==> config.mk <==
export PLATFORM = sky130hd
export DESIGN_NAME = is_uart_tx_param
export DESIGN_NICKNAME = d
export VERILOG_FILES = /design/src/rtl/is_uart_tx_param_pkg.sv /design/src/rtl/is_uart_tx_param.sv
export SDC_FILE = /design/constraint.sdc
export NUM_CORES = 1
export LEC_CHECK = 0
export CORE_ASPECT_RATIO = 1.25
export CORE_MARGIN = 10
export CORE_UTILIZATION = 58
export DETAILED_ROUTE_END_ITERATION = 8
export GPL_ROUTABILITY_DRIVEN = 1
export PLACE_DENSITY = 0.84
export SLEW_MARGIN = 20
export SYNTH_ARGS = -nofsm -noshare
export SYNTH_HDL_FRONTEND = slang
export SYNTH_SLANG_ARGS = --single-unit
==> constraint.sdc <==
create_clock -name clk_i -period 5.3 [get_ports clk_i]
set_input_delay 0.795 -clock clk_i [delete_from_list [all_inputs] [get_ports clk_i]]
set_output_delay 0.795 -clock clk_i [all_outputs]
set_load 0.01 [all_outputs]
==> src/rtl/is_uart_tx_param_pkg.sv <==
// is_pkg_uart_controller: shared types for the UART controller (legacy RX/TX FSM and parametrised TX engine)
package is_pkg_uart_controller;

    typedef enum logic [1:0] {ST_IDLE, ST_START, ST_DATA, ST_STOP} state_t;

    typedef enum logic [1:0] {
        PAR_NONE = 2'b00,
        PAR_EVEN = 2'b01,
        PAR_ODD  = 2'b10,
        PAR_RSVD = 2'b11
    } parity_mode_t;

    typedef enum logic [2:0] {
        TX_IDLE, TX_WCE, TX_START, TX_DATA, TX_PARITY, TX_STOP1, TX_STOP2
    } tx_state_t;

    function automatic logic par_enabled(input parity_mode_t m);
        return m == PAR_EVEN || m == PAR_ODD;
    endfunction

endpackage

==> src/rtl/is_uart_tx_param.sv <==
// is_uart_tx_param: UART transmitter, DATA_W bits LSB-first, optional parity, 1/2 stop bits, one-word buffer, CTS
// ports: clk_i/rst_i clock and sync reset; uart_ce_i bit strobe; tx_data_i/tx_valid_i/tx_ready_o word handshake;
//        parity_mode_i/stop2_i frame format; cts_n_i clear-to-send; txd_o line; txct_r_o frame-active (low);
//        tx_busy_o frame in progress; tx_done_o end-of-frame pulse
module is_uart_tx_param
    import is_pkg_uart_controller::*;
#(
    parameter int DATA_W = 8,
    parameter int CNT_W  = $clog2(DATA_W)
) (
    input  logic              clk_i,
    input  logic              rst_i,
    input  logic              uart_ce_i,
    input  logic [DATA_W-1:0] tx_data_i,
    input  logic              tx_valid_i,
    output logic              tx_ready_o,
    input  logic [1:0]        parity_mode_i,
    input  logic              stop2_i,
    input  logic              cts_n_i,
    output logic              txd_o,
    output logic              txct_r_o,
    output logic              tx_busy_o,
    output logic              tx_done_o
);
    localparam logic [CNT_W-1:0] LAST = CNT_W'(DATA_W - 1);

    tx_state_t         state_q, state_d;
    logic [DATA_W-1:0] buf_q, sh_q, sh_d;
    logic [CNT_W-1:0]  cnt_q, cnt_d;
    logic              buf_valid_q, accept, can_load, load, frame_end;
    logic              par_q, par_on_q, stop2_q;
    logic              txd_q, txd_d, txct_q, txct_d, busy_q, busy_d, done_q, done_d;
    parity_mode_t      pm;

    assign pm         = parity_mode_t'(parity_mode_i);
    assign accept     = tx_valid_i && !buf_valid_q;
    assign can_load   = buf_valid_q && !cts_n_i;
    assign tx_ready_o = !buf_valid_q;
    assign txd_o      = txd_q;
    assign txct_r_o   = txct_q;
    assign tx_busy_o  = busy_q;
    assign tx_done_o  = done_q;

    always_comb begin
        state_d   = state_q;
        sh_d      = sh_q;
        cnt_d     = cnt_q;
        txd_d     = txd_q;
        txct_d    = txct_q;
        busy_d    = busy_q;
        done_d    = 1'b0;
        load      = 1'b0;
        frame_end = 1'b0;
        case (state_q)
            TX_IDLE: if (can_load) begin
                load    = 1'b1;
                busy_d  = 1'b1;
                state_d = TX_WCE;
            end
            TX_WCE: if (uart_ce_i) begin
                txd_d   = 1'b0;
                txct_d  = 1'b0;
                state_d = TX_START;
            end
            TX_START: if (uart_ce_i) begin
                txd_d   = sh_q[0];
                sh_d    = sh_q >> 1;
                cnt_d   = '0;
                state_d = TX_DATA;
            end
            TX_DATA: if (uart_ce_i) begin
                if (cnt_q == LAST) begin
                    txd_d   = par_on_q ? par_q : 1'b1;
                    state_d = par_on_q ? TX_PARITY : TX_STOP1;
                end else begin
                    txd_d = sh_q[0];
                    sh_d  = sh_q >> 1;
                    cnt_d = cnt_q + CNT_W'(1);
                end
            end
            TX_PARITY: if (uart_ce_i) begin
                txd_d   = 1'b1;
                state_d = TX_STOP1;
            end
            TX_STOP1: if (uart_ce_i) begin
                state_d   = stop2_q ? TX_STOP2 : state_q;
                frame_end = !stop2_q;
            end
            TX_STOP2: frame_end = uart_ce_i;
            default:  state_d = TX_IDLE;
        endcase
        // a buffered word chains straight into its start bit, keeping the line owned
        if (frame_end) begin
            done_d  = 1'b1;
            load    = can_load;
            txd_d   = !can_load;
            txct_d  = !can_load;
            busy_d  = can_load;
            state_d = can_load ? TX_START : TX_IDLE;
        end
    end

    always_ff @(posedge clk_i) begin
        if (rst_i) begin
            state_q     <= TX_IDLE;
            buf_q       <= '0;
            buf_valid_q <= 1'b0;
            sh_q        <= '0;
            cnt_q       <= '0;
            par_q       <= 1'b0;
            par_on_q    <= 1'b0;
            stop2_q     <= 1'b0;
            txd_q       <= 1'b1;
            txct_q      <= 1'b1;
            busy_q      <= 1'b0;
            done_q      <= 1'b0;
        end else begin
            state_q     <= state_d;
            cnt_q       <= cnt_d;
            txd_q       <= txd_d;
            txct_q      <= txct_d;
            busy_q      <= busy_d;
            done_q      <= done_d;
            buf_valid_q <= load ? 1'b0 : (accept ? 1'b1 : buf_valid_q);
            buf_q       <= accept ? tx_data_i : buf_q;
            sh_q        <= load ? buf_q : sh_d;
            if (load) begin
                par_q    <= ^buf_q ^ (pm == PAR_ODD);
                par_on_q <= par_enabled(pm);
                stop2_q  <= stop2_i;
            end
        end
    end

endmodule

Word-level counts from Yosys, hierarchy flattened

Cells that the tools add are included.

Memory bits (writable): 0
ROM bits: 0
Register bits: 30
Latch bits: 0
Output and inout port bits: 5
Memories kept: 0

Muxes and demuxes: 40
Equality and inequality tests: 24
Bitwise logic cells: 1
Multiply operators: 0
Divide/modulo/power cells: 0
Magnitude comparators: 0
Shift-type cells: 0
Add/subtract/negate cells: 1
Reductions and logical operators: 23

Operators with widths:

| kind                | count |
|---|---|
| $mux 3              | 12 |
| $ne 3x3->1 const B  | 11 |
| $mux 8              | 4 |
| $pmux 3 s7          | 1 |
| $mux 1              | 18 |
| $pmux 8 s2          | 1 |
| $eq 3x3->1 const B  | 4 |
| $reduce_bool 2->1   | 5 |
| $reduce_and 9->1    | 1 |
| $ne 2x2->1 const B  | 4 |
| $reduce_and 4->1    | 2 |
| $reduce_xor 8->1    | 1 |
| $eq 3x2->1 const B  | 2 |
| $pmux 3 s2          | 1 |
| $reduce_and 5->1    | 1 |
| $reduce_bool 5->1   | 1 |
| $logic_not 1->1     | 4 |
| $pmux 1 s4          | 1 |
| $reduce_and 2->1    | 2 |
| $add 3x1->3 const B | 1 |
| $eq 3x1->1 const B  | 1 |
| $logic_not 3->1     | 1 |
| $reduce_bool 3->1   | 1 |
| $eq 2x1->1 const B  | 1 |
| 7 further kinds     | 8 |

Logic depth before layout (Yosys ltp)

Depth in word-level cells: 7
Mapped depth: 8
Mapped depth without buffers: 7

Worst setup path after synthesis

OpenSTA, ideal clock, no wires.

Path kind: input to register
From: input port parity_mode_i[0]
To: register par_q
Data arrival time: 1.851 ns
Stages on the path: 7
Data required time: 5.228 ns
Setup slack: 3.377 ns
Cell sequence: inv_1 -> ha_1 -> xnor2_1 -> xnor3_1 -> xnor2_1 -> nand2_1 -> a21oi_1

Word-level cells in the longest chain between the ends: 2

RTL lines:

| element              | line                    | RTL |
|---|---|---|
| start, declared      | is_uart_tx_param.sv:17  | `input logic [1:0] parity_mode_i,` |
| $eq 2x2->1           | is_uart_tx_param.sv:128 | `par_q <= ^buf_q ^ (pm == PAR_ODD);` |
| $xor 1x1->1          | is_uart_tx_param.sv:128 |  |
| end signal, assigned | is_uart_tx_param.sv:128 |  |
| end, declared        | is_uart_tx_param.sv:31  | `logic par_q, par_on_q, stop2_q;` |

No other way between the ends.
A chain may end at the register's enable or synchronous reset.

Worst setup path in the final report

From: input port uart_ce_i
To: register sh_q[5]

Word-level cells in the longest chain between the ends: 5

RTL lines:

| element                                                   | line                    | RTL |
|---|---|---|
| start, declared                                           | is_uart_tx_param.sv:13  | `input logic uart_ce_i,` |
| $mux 1                                                    | is_uart_tx_param.sv:85  | `TX_STOP1: if (uart_ce_i) begin` |
| $pmux 1 s2                                                | is_uart_tx_param.sv:54  | `case (state_q)` |
| $mux 1                                                    | is_uart_tx_param.sv:93  | `if (frame_end) begin` |
| $ne 3x3->1 (no line) or $reduce_bool 3->1 (tied branches) | n/a                     |  |
| $reduce_and 4->1 (no line)                                | n/a                     |  |
| end signal, assigned                                      | is_uart_tx_param.sv:126 | `sh_q <= load ? buf_q : sh_d;` |
| end, declared                                             | is_uart_tx_param.sv:28  | `logic [DATA_W-1:0] buf_q, sh_q, sh_d;` |

Parallel ways exist; a longest one is shown, timed or not.

==> flow_metrics.tcl <==
set metrics [dict create \
    power.ir.vdd_worst_uv 225 \
    floorplan.die_area_sq_um 5180 \
    die_h_um 78.0 \
    synth-compound-area-share 0.208 \
    worst_r2r_endpoint "sh_q[5]" \
    worst-slew-pin-transition_ns 0.912 \
    cp.required_ns 5.56 \
    clock_tree.buffer_depth 2 \
    detail_route.iter0.violations 60 \
    std_cell_rows 21 \
    cts_tree "built" \
    power-per-cell-area_nw_per_um2 331 \
    starting_density_of_the_core 0.594 \
    clock_sink_count 30 \
    grt.total_usage 0.140 \
    io_buffer_count 20 \
    synth_cell_type_count 37 \
    clk-insertion-delay-late_ns 0.34 \
    status "finished, final reports clean" \
    yosys_register_bits 30 \
    detailed_place_hpwl_um 2470 \
    slew_viol_final 0 \
    final_core_util 0.686 \
    wire_length_on_met2_um 1750 \
    setup_total_negative_slack_ns 0 \
    drc_errors 0 \
    setup.worst_path.end "sh_q[5]" \
    drive_gt1_frac 0.0964 \
    post_synth.cell_area_avg_sq_um 8.63 \
    post_cts_hold_buffer_count 0 \
    yosys.area_share.xor_xnor 0.0481 \
    areaGrowthSynthToFinish_pct 15.4 \
    detail_route.first_pass.iterations 4 \
    final-hold-violation-count 0 \
    clock_tree.root_cell "clkbuf_4" \
    post_cts_resize_count 0 \
    max_freq_mhz 429 \
    cts_buffers 5 \
    yosys.area_share.simple 0.206 \
    fin_total_pwr_mw 0.597 \
    timing.critical_path.from_type "input port" \
    critPathCaptureType "flip-flop" \
    first_global_vias 1338 \
    min_period_ns 2.33 \
    met3RoutedLength_um 121 \
    largest_net_degree_at_the_start_of_global_routing 30 \
    power.leakage_nw 0.682 \
    proportion_of_synthesized_area_in_mux_cells 0.0577 \
    htree_levels 2 \
    antenna_violations_before_repair 0 \
    cts_setup_buffers 0 \
    routed_wirelength_um 3400 \
    final_nets 215 \
    synthesis.nets 200 \
    synth_top_family_by_area "compound AO/OA/AOI/OAI gates" \
    reg2reg_setup_slack_ns 3.17 \
    arrival_worst_endpoint_ns 2.59 \
    synth_ff_type "dfxtp_1" \
    grt_pass1_wl_um 5930 \
    rsz0062_at_grt "false" \
    worst_hold_path_type "reg -> reg" \
    critical_path_class "in -> reg" \
    post_synth_fa_ha_maj_area_fraction 0.0240 \
    path_max_fanout 18 \
    timing.critical_path.from "uart_ce_i" \
    top_level_ports 21 \
    ys.warnings.count 0 \
    detail_route.vias_per_cell 5.67 \
    synth_enable_flop_cells 0 \
    die-width_um 66.4 \
    synth_instances 181 \
    synth_sequential_area_ratio 0.385 \
    reg2reg_launch_point "state_q[1]" \
    route.antenna.remaining_nets 0 \
    max_slew_margin 0.391 \
    globalRoute.totalOverflow 0 \
    timing.final.setup_violations 0 \
    num_antenna_cells 0 \
    post_drt_wl_per_cell_um 14.7 \
    detailroute.via_count 1309 \
    postSynth.asyncResetShare 0 \
    fin_crit_share 0.440 \
    synth.cell_area_sq_um 1560 \
    topRoutingLayerUsed "met4" \
    clk_transition_reported_paths_ns 0.10 \
    place_congestion 0.800 \
    fp.coreArea_sq_um 2630 \
    cap_viol_max_count 0 \
    rr_worst_depth 5 \
    clock-skew-final_ns 0.00791 \
    route.layer.met1.wl_um 1390 \
]
==> worst min path at each step <==
stage	start	end	slack, ns	cells after the start
floorplan	par_q	par_q	0.43	2
global placement	cnt_q[1]	cnt_q[1]	0.44	2
detailed placement	cnt_q[1]	cnt_q[1]	0.46	2
CTS	cnt_q[1]	cnt_q[1]	0.47	2
global route	cnt_q[1]	cnt_q[1]	0.48	2
finish	cnt_q[1]	cnt_q[1]	0.47	2
==> per-stage QoR <==
step	std cells	hold WS (ns)	cell area [sq um]	setup WS [ns]
floorplan	181	0.432	1560	3.38
CTS	231	0.470	1800	2.96
finish	231	0.469	1800	2.97
detailed placement	223	0.456	1720	2.62
global route	231	0.476	1800	2.81
global placement	223	0.444	1720	2.71
==> power breakdown <==
group,leakage (nW),internal (mW),switching (mW)
sequential,0.245,0.248,0.0304
clock,0.0446,0.0906,0.0823
combinational,0.393,0.0753,0.0709
total,0.682,0.414,0.184
==> layout make-up <==
| type | instances | area [sq um] |
|---|---|---|
| Timing Repair Buffer | 21 | 208 |
| Inverter | 6 | 22.5 |
| Fill cell | 212 | 826 |
| Tap cell | 34 | 42.5 |
| Sequential cell | 30 | 601 |
| Clock buffer | 8 | 78.8 |
| Multi-Input combinational cell | 132 | 850 |
==> critical path, cell delays in order <==
cell             delay, ns
clkdlybuf4s50_1       0.59
o211ai_2              0.18
a21o_1                0.58
nor2_1                0.16
a311oi_4              0.28
==> cells by family (layout without fill, tap and decap cells) <==
group / Yosys count / after routing
and+or+nand+nor: 72 / 72
AOI/OAI and AO/OA: 41 / 41
DFF: 30 / 30
buffers and inverters: 19 / 35
muxes: 9 / 9
xor gates and xnor gates: 7 / 7
adders and majority gates: 3 / 3
==> state kept, by name, indices dropped and copies added (netlist names) <==
register     count
par_on_q         1
buf_valid_q      1
sh_q             8
tx_busy_o        1
txct_r_o         1
cnt_q            3
par_q            1
stop2_q          1
txd_o            1
state_q          3
tx_done_o        1
buf_q            8
==> metal layers <==
| metal | up-vias | GRT usage |
|---|---|---|
| li1 | 654 | - |
| met1 | 610 | 0.153 |
| met2 | 30 | 0.240 |
| met3 | 15 | 0.0327 |
| met4 | 0 | 0.0777 |
| met5 | - | 0 |
==> layout by cell type (no fill, tap or decap), types with 2 or more instances in the layout <==
master / n
nor2b_1: 3
mux2i_1: 9
inv_1: 6
nand2_1: 28
a22oi_1: 2
o22ai_1: 3
a311oi_2: 6
nor2_1: 27
nand3_1: 4
clkbuf_8: 3
dfxtp_1: 30
o21ai_0: 9
clkdlybuf4s50_1: 20
xnor2_1: 5
ha_1: 3
a21oi_1: 12
clkbuf_4: 5
nand2b_1: 3
nor3_1: 2
==> synth_stat cells, types with 3 or more instances <==
cell type / number / area [sq um]
a21oi_1: 12 / 60.1
a311oi_2: 6 / 90.1
buf_2: 4 / 20.0
clkbuf_1: 5 / 18.8
dfxtp_1: 30 / 601
ha_1: 3 / 37.5
inv_1: 6 / 22.5
mux2i_1: 9 / 90.1
nand2_1: 28 / 105
nand2b_1: 3 / 18.8
nand3_1: 4 / 20.0
nor2_1: 27 / 101
nor2b_1: 3 / 18.8
o21ai_0: 9 / 45.0
o22ai_1: 3 / 18.8
xnor2_1: 5 / 43.8
Power figures use the tool's default switching activity.
